$ cat config.mk
export PLATFORM = sky130hd
export DESIGN_NAME = amiga_clk_ctrl
export DESIGN_NICKNAME = d
export VERILOG_FILES = /design/src/rtl/amiga_clk_ctrl.sv
export SDC_FILE = /design/constraint.sdc
export NUM_CORES = 1
export LEC_CHECK = 0
export BUFFER_PORTS_ARGS = -buffer_cell sky130_fd_sc_hd__buf_2
export CELL_PAD_IN_SITES_DETAIL_PLACEMENT = 1
export CELL_PAD_IN_SITES_GLOBAL_PLACEMENT = 1
export CORE_AREA = 2 2 57 59
export CTS_CLUSTER_DIAMETER = 40
export DETAILED_ROUTE_END_ITERATION = 7
export DIE_AREA = 0 0 59 61
export HOLD_SLACK_MARGIN = 0.06
export PLACE_DENSITY = 0.7
export RECOVER_POWER = 25
export SYNTH_ARGS = -nofsm -noshare
export SYNTH_HDL_FRONTEND = slang
export SYNTH_SLANG_ARGS = --single-unit
$ cat constraint.sdc
create_clock -name clk -period 2.3 [get_ports clk]
set_clock_uncertainty 0.15 [all_clocks]
set_input_delay 0.46 -clock clk [delete_from_list [all_inputs] [get_ports clk]]
set_output_delay 0.46 -clock clk [all_outputs]
set_load 0.05 [all_outputs]
$ cat src/rtl/amiga_clk_ctrl.sv
// amiga_clk_ctrl: reset sequencer and chipset timing-enable generator for the 28 MHz (c1) domain.
//
// Synchronises the clock generator's lock flag, holds the system in reset until lock has been
// stable for RST_CYCLES clocks, then releases reset_out. From the single 28 MHz clock it derives
// the 7 MHz rising/falling enables, the 3.5 MHz colour clock level (cck) and the 6-low/4-high
// E clock (eclk) with its end-of-cycle enable (eclk_en).
//
// Build option: define AMIGA_CLK_CTRL_ECLK_EN to build the E clock logic. When it is not
// defined, eclk and eclk_en are tied low and no E counter exists.
//
// Parameters:
//   RST_CYCLES  clocks reset_out stays high after lock is seen stable (1..65535)
//   LOCK_SYNC   synchroniser depth on pll_locked (2..4)
//
// Ports:
//   clk         28 MHz system clock
//   reset_n     asynchronous active-low reset
//   pll_locked  lock flag from the clock generator, asynchronous to clk
//   soft_rst    synchronous request to re-run the reset sequence (honoured in RUN only)
//   reset_out   active-high registered system reset
//   clk7_en     1-clk pulse at 7 MHz, rising-edge phase
//   clk7n_en    1-clk pulse at 7 MHz, falling-edge phase
//   cck         colour clock level, toggles on each clk7_en
//   eclk        E clock level (high while the E count is 6..9)
//   eclk_en     1-clk pulse coincident with the clk7_en that ends an E cycle
//   running     high while in RUN

module amiga_clk_ctrl #(
    parameter int unsigned RST_CYCLES = 1024,
    parameter int unsigned LOCK_SYNC  = 2
) (
    input  logic clk,
    input  logic reset_n,
    input  logic pll_locked,
    input  logic soft_rst,
    output logic reset_out,
    output logic clk7_en,
    output logic clk7n_en,
    output logic cck,
    output logic eclk,
    output logic eclk_en,
    output logic running
);

    localparam logic [1:0]  ST_HOLD  = 2'd0;
    localparam logic [1:0]  ST_COUNT = 2'd1;
    localparam logic [1:0]  ST_RUN   = 2'd2;
    localparam logic [15:0] RST_LAST = 16'(RST_CYCLES - 1);

    // ------------------------------------------------------------------
    // Lock synchroniser: the only place pll_locked is sampled.
    // ------------------------------------------------------------------
    logic [LOCK_SYNC-1:0] sync_q;
    logic                 lk;

    always_ff @(posedge clk or negedge reset_n) begin
        if (!reset_n) begin
            sync_q <= '0;
        end else begin
            sync_q <= {sync_q[LOCK_SYNC-2:0], pll_locked};
        end
    end

    assign lk = sync_q[LOCK_SYNC-1];

    // ------------------------------------------------------------------
    // Reset sequencer
    // ------------------------------------------------------------------
    logic [1:0]  state_q, state_d;
    logic [15:0] rst_cnt_q, rst_cnt_d;

    always_comb begin
        state_d   = state_q;
        rst_cnt_d = rst_cnt_q;
        case (state_q)
            ST_HOLD: begin
                rst_cnt_d = '0;
                if (lk) begin
                    state_d = ST_COUNT;
                end
            end
            ST_COUNT: begin
                if (!lk) begin
                    state_d   = ST_HOLD;
                    rst_cnt_d = '0;
                end else if (rst_cnt_q == RST_LAST) begin
                    state_d   = ST_RUN;
                    rst_cnt_d = '0;
                end else begin
                    rst_cnt_d = rst_cnt_q + 16'd1;
                end
            end
            ST_RUN: begin
                // Loss of lock wins over a soft reset request.
                if (!lk) begin
                    state_d   = ST_HOLD;
                    rst_cnt_d = '0;
                end else if (soft_rst) begin
                    state_d   = ST_COUNT;
                    rst_cnt_d = '0;
                end
            end
            default: begin
                state_d   = ST_HOLD;
                rst_cnt_d = '0;
            end
        endcase
    end

    logic reset_out_q;
    logic running_q;

    // Outputs are registered from the next state so reset_out falls on the same edge the
    // sequencer enters RUN.
    always_ff @(posedge clk or negedge reset_n) begin
        if (!reset_n) begin
            state_q     <= ST_HOLD;
            rst_cnt_q   <= '0;
            reset_out_q <= 1'b1;
            running_q   <= 1'b0;
        end else begin
            state_q     <= state_d;
            rst_cnt_q   <= rst_cnt_d;
            reset_out_q <= (state_d != ST_RUN);
            running_q   <= (state_d == ST_RUN);
        end
    end

    assign reset_out = reset_out_q;
    assign running   = running_q;

    // ------------------------------------------------------------------
    // 7 MHz phase and colour clock
    // ------------------------------------------------------------------
    // timing_on: the timing chain runs after this edge. Entering HOLD clears the chain and
    // suppresses every enable on that same edge; COUNT<->RUN leaves it untouched.
    logic       timing_on;
    logic [1:0] ph_q, ph_d;
    logic       clk7_en_q, clk7_en_d;
    logic       clk7n_en_q, clk7n_en_d;
    logic       cck_q, cck_d;

    always_comb begin
        timing_on  = (state_d != ST_HOLD);
        // ph stays at 0 on the HOLD->COUNT edge and starts counting on the next one.
        ph_d       = (timing_on && (state_q != ST_HOLD)) ? ph_q + 2'd1 : 2'd0;
        clk7_en_d  = timing_on && (ph_q == 2'd3);
        clk7n_en_d = timing_on && (ph_q == 2'd1);
        cck_d      = timing_on ? (cck_q ^ clk7_en_q) : 1'b0;
    end

    always_ff @(posedge clk or negedge reset_n) begin
        if (!reset_n) begin
            ph_q       <= 2'd0;
            clk7_en_q  <= 1'b0;
            clk7n_en_q <= 1'b0;
            cck_q      <= 1'b0;
        end else begin
            ph_q       <= ph_d;
            clk7_en_q  <= clk7_en_d;
            clk7n_en_q <= clk7n_en_d;
            cck_q      <= cck_d;
        end
    end

    assign clk7_en  = clk7_en_q;
    assign clk7n_en = clk7n_en_q;
    assign cck      = cck_q;

    // ------------------------------------------------------------------
    // E clock: 10 clk7_en per cycle, low for counts 0..5, high for 6..9.
    // ------------------------------------------------------------------
`ifdef AMIGA_CLK_CTRL_ECLK_EN
    logic [3:0] e_cnt_q, e_cnt_d;
    logic       eclk_q, eclk_d;
    logic       eclk_en_q, eclk_en_d;

    always_comb begin
        e_cnt_d = e_cnt_q;
        if (!timing_on) begin
            e_cnt_d = 4'd0;
        end else if (clk7_en_q) begin
            // >= also recovers the unreachable codes 10..15.
            e_cnt_d = (e_cnt_q >= 4'd9) ? 4'd0 : e_cnt_q + 4'd1;
        end
        eclk_d    = (e_cnt_d >= 4'd6) && (e_cnt_d <= 4'd9);
        // clk7_en never fires on two consecutive clocks, so e_cnt_q is stable for the
        // whole cycle this pulse occupies.
        eclk_en_d = clk7_en_d && (e_cnt_q == 4'd9);
    end

    always_ff @(posedge clk or negedge reset_n) begin
        if (!reset_n) begin
            e_cnt_q   <= 4'd0;
            eclk_q    <= 1'b0;
            eclk_en_q <= 1'b0;
        end else begin
            e_cnt_q   <= e_cnt_d;
            eclk_q    <= eclk_d;
            eclk_en_q <= eclk_en_d;
        end
    end

    assign eclk    = eclk_q;
    assign eclk_en = eclk_en_q;
`else
    assign eclk    = 1'b0;
    assign eclk_en = 1'b0;
`endif

endmodule
# == Word level (Yosys, flattened, before mapping) ==
# Index checks and enable logic that the tools add are counted.
# op_classes
add_sub_neg,2
n_eq_ne,8
n_mux,13
bitwise,1
reduce_logical,6
# ops
op,count
$mux W16,4
$pmux W16 S2,1
$add A16 B1 Y16 const B,1
$eq A16 B10 Y1 const B,1
$mux W2,6
$eq A2 B2 Y1 const B,3
$pmux W2 S3,1
$eq A2 B1 Y1 const B,2
$reduce_bool A2 Y1,2
$logic_and A1 B1 Y1,3
$ne A3 B3 Y1 const B,1
$add A2 B1 Y2 const B,1
$logic_not A2 Y1,1
$ne A2 B2 Y1 const B,1
$mux W1,1
$xor A1 B1 Y1,1
# totals
regBits,27
inputBits,4
output_inout_bits,7
word_cells,39

# == Longest topological paths before layout ==
# depth
depth_word,7
mapped_depth,6
depth_no_buf,5

# == Least setup slack after synthesis ==
# Ideal clock, no wire load.
# synth_path
kind,input to register
startpoint,input soft_rst
endpoint,register rst_cnt_q[13]
setup_time_ns,0.073
arrival_time_ns,1.540
t_required_ns,2.077
setup_slack_ns,0.537
stages,4
path_buffers,0
cell_sequence,and4bb_4 -> or3_4 -> or3_1 -> a21oi_2
# synth_via
elab_chain_cells,1
# synth_lines
element,line,source
from (decl),35,"input logic soft_rst,"
$ne A3 B3 Y1 (no line),n/a,
to (signal assigned),123,rst_cnt_q <= rst_cnt_d;
to (decl),70,"logic [15:0] rst_cnt_q, rst_cnt_d;"
# No other way between the ends.
# A chain may end at the register's enable or synchronous reset.

# == Worst setup path in the final report ==
# layout_path
startpoint,register rst_cnt_q[9]
endpoint,register rst_cnt_q[8]
# layout_via
elab_chain_cells,4
# layout_lines
element,line,source
$eq A16 B10 Y1,86,end else if (rst_cnt_q == RST_LAST) begin
$mux W16,86,
$mux W16,83,if (!lk) begin
$pmux W16 S2,75,case (state_q)
# No other way between the ends.

==> flow_summary.toml <==
[layout]
diodes = 0
fin_util_pct = 47.8
nFillCells = 339
drive_above_1_share_pct = 13.3
nets = 143
final_area_mm2 = 0.00141
area_growth_pct = 8.47

[routing]
post_drt_via_cell_ratio = 5.72
first_iter_violations = 18
drc_errors = 0
detail_route.wl_per_cell_um = 15.3
vias = 961
totalWireLength_um = 2570
first_pass_iters = 3
postRouteAntennaNets = 0

[sta]
rsz0062_at_grt = "false"
fmax_mhz = 486
slew_headroom_pct = 3.45
slew_viol_final = 0
tns_ns = 0
hold_viol = 0
min_period_over_period_pct = 89.4
setup_viol = 0
worstMarginPinSlew_ns = 1.45
finalCriticalPeriod_ns = 2.06

[grt]
grt_max_degree = 28
grt_pass1_vias = 986
grt-ovfl-total = 0
grt_usage_pct = 17.1
grt_pass1_wl_um = 4510
antenna_found_initial = 0

[clocking]
post_cts_buffers = 0
clk_latency_ns = 0.33
clk_pin_slew_worst_paths_ns = 0.15
cts_tree = "yes"
cts_buffers = 3
cts_root_buf = "clkbuf_4"
cts_resized = 0
htreeDepth = 1
hold_buffers = 2
cts_buffer_depth = 2
clock-sinks = 27

[flow_run]
max_cap_viol_count = 0

[critical_path]
cp.required_ns = 2.37
critical_path_class = "flop to flop"
endpoint_kind = "flop"
crit_fanout = 10
startpoint_type = "flop"
cp.arrival_ns = 2.12

[synth]
synth_compound_area_share_pct = 8.47
synth_edf_count = 0
synthAdderAreaFrac_pct = 2.89
mappedNetlistArea_mm2 = 0.00130
yosysSeqAreaShare_pct = 52.1
synth_mux_area_share_pct = 1.54
yosys_warnings = 0
synthCells = 124
synth_top_family_by_area = "simple AND/OR/NAND/NOR gates"
ys_seq_elements = 27
synth_cell_type_count = 39
ys_async_sr_fraction_pct = 100
yosys.area_share.simple_pct = 25.3
synth_xor_area_share_pct = 6.74
synthFlopType = "dfrtp_1"
avgSynthCellArea_um2 = 10.5

[placed_design]
place_area_mm2 = 0.00136
gp_congestion = 0.856
hpwl_um = 1840
port_buffers = 8

[floorplanning]
die-height_um = 61
die_w_um = 59
die_area_mm2 = 0.00360
rows = 20
initial_utilization_pct = 44.0
core_mm2 = 0.00295
io_pins = 11

[status]
outcome = "completed"

[pwr]
p_leak_nw = 0.606
powerDensity_mw_per_mm2 = 545
peakVddDrop_mv = 0.420

[worst_hold_path]
min_path_type = "flop to flop"
[cell usage in the layout (no fill, tap or decap), drive strengths merged, types with 2 or more instances in the layout]
cell	instances
and4	2
nand2	9
conb	2
or3	3
nor4	3
clkbuf	4
nor3	4
o21ai	9
inv	3
ha	3
a21oi	2
dlygate4sd3	2
nand3	4
nand3b	2
buf	7
nor2	14
xor2	3
nand4	5
dfrtp	26
mux2i	2
and2	4
xnor2	7
[worst max-delay path, cell delays in order, from the launching register on]
cell	delay, ns
dfrtp_1	0.48
nor4bb_1	0.42
a41o_1	0.35
and2_1	0.45
nor2_1	0.10
[stage by stage]
stage	cells	total power [mW]	setup slack, ns	hold WS [ns]
2_1_floorplan	125	0.547	0.537	0.0144
3_3_place_gp	162	0.564	0.336	0.184
3_5_place_dp	162	0.566	0.271	0.187
4_1_cts	168	0.785	0.237	0.221
5_1_grt	168	0.806	0.00898	0.228
6_report	168	0.769	0.243	0.217
[power by group]
part | internal, mW | switching (mW)
combinational | 0.0179 | 0.0436
sequential | 0.486 | 0.0111
clock | 0.0667 | 0.144
total | 0.571 | 0.198
[cells by family (layout without fill, tap and decap cells)]
logic type | after synthesis | count (layout)
buffers and inverters | 7 | 17
AO/OA/AOI/OAI | 17 | 17
other | 1 | 2
flip-flops | 27 | 27
AND/OR/NAND/NOR | 57 | 57
adder cells (fa/ha/maj) | 3 | 3
multiplexers | 2 | 2
XOR/XNOR | 10 | 10
[final cells by class]
cell class              instances  area, µm²  share of cell area [%]
flip-flops and latches         27        677                    48.0
multi-input cells              91        592                    42.0
repair buffers                 10       58.8                    4.17
well taps                      33       41.3                    2.93
clock buffers                   3       22.5                    1.60
inverters                       3       11.3                   0.799
clock inverters                 1       7.51                   0.532
[cells in the mapped netlist, types with 2 or more instances]
cell / instances / area share [%]
dfrtp_1: 26 / 50
nor2_1: 14 / 4.0
nand2_1: 9 / 2.6
o21ai_0: 9 / 3.5
xnor2_1: 7 / 4.7
and2_1: 4 / 1.9
nand3_1: 4 / 1.5
nand4_1: 4 / 1.9
nor3_1: 4 / 1.5
ha_1: 3 / 2.9
inv_1: 3 / 0.87
nor4_1: 3 / 1.4
xor2_1: 3 / 2.0
a21oi_2: 2 / 1.3
buf_4: 2 / 1.2
mux2i_1: 2 / 1.5
nand3b_1: 2 / 1.2
or3_1: 2 / 0.96
[per-layer routing]
| layer | share of wire (%) | vias to the layer above | track usage, % |
|---|---|---|---|
| met2 | 51 | 9 | 29.0 |
| met5 | 0 | - | 0 |
| met4 | 1.8 | 0 | 8.77 |
| li1 | - | 454 | - |
| met3 | 1.7 | 4 | 2.56 |
| met1 | 46 | 494 | 21.1 |
[path summary, 6_finish.rpt]
| kind | start | to | slack (ns) | depth (start not counted) |
|---|---|---|---|---|
| max | rst_cnt_q[9] | rst_cnt_q[8] | 0.24 | 4 |
| min reg2reg | sync_q[0] | sync_q[1] | 0.22 | 0 |
| max reg2reg | rst_cnt_q[9] | rst_cnt_q[8] | 0.24 | 4 |
| min in group asynchronous | reset_n | clk7_en | 0.85 | 2 |
| min | sync_q[0] | sync_q[1] | 0.22 | 0 |
| max in group asynchronous | reset_n | rst_cnt_q[11] | 0.32 | 2 |
[sequential cells by signal (all words and copies together) (netlist names)]
signal and cells:
running 1, sync_q 2, rst_cnt_q 16, clk7_en 1, cck 1, clk7n_en 1, state_q 2, ph_q 2
reset_out 1
Power figures use the tool's default switching activity.
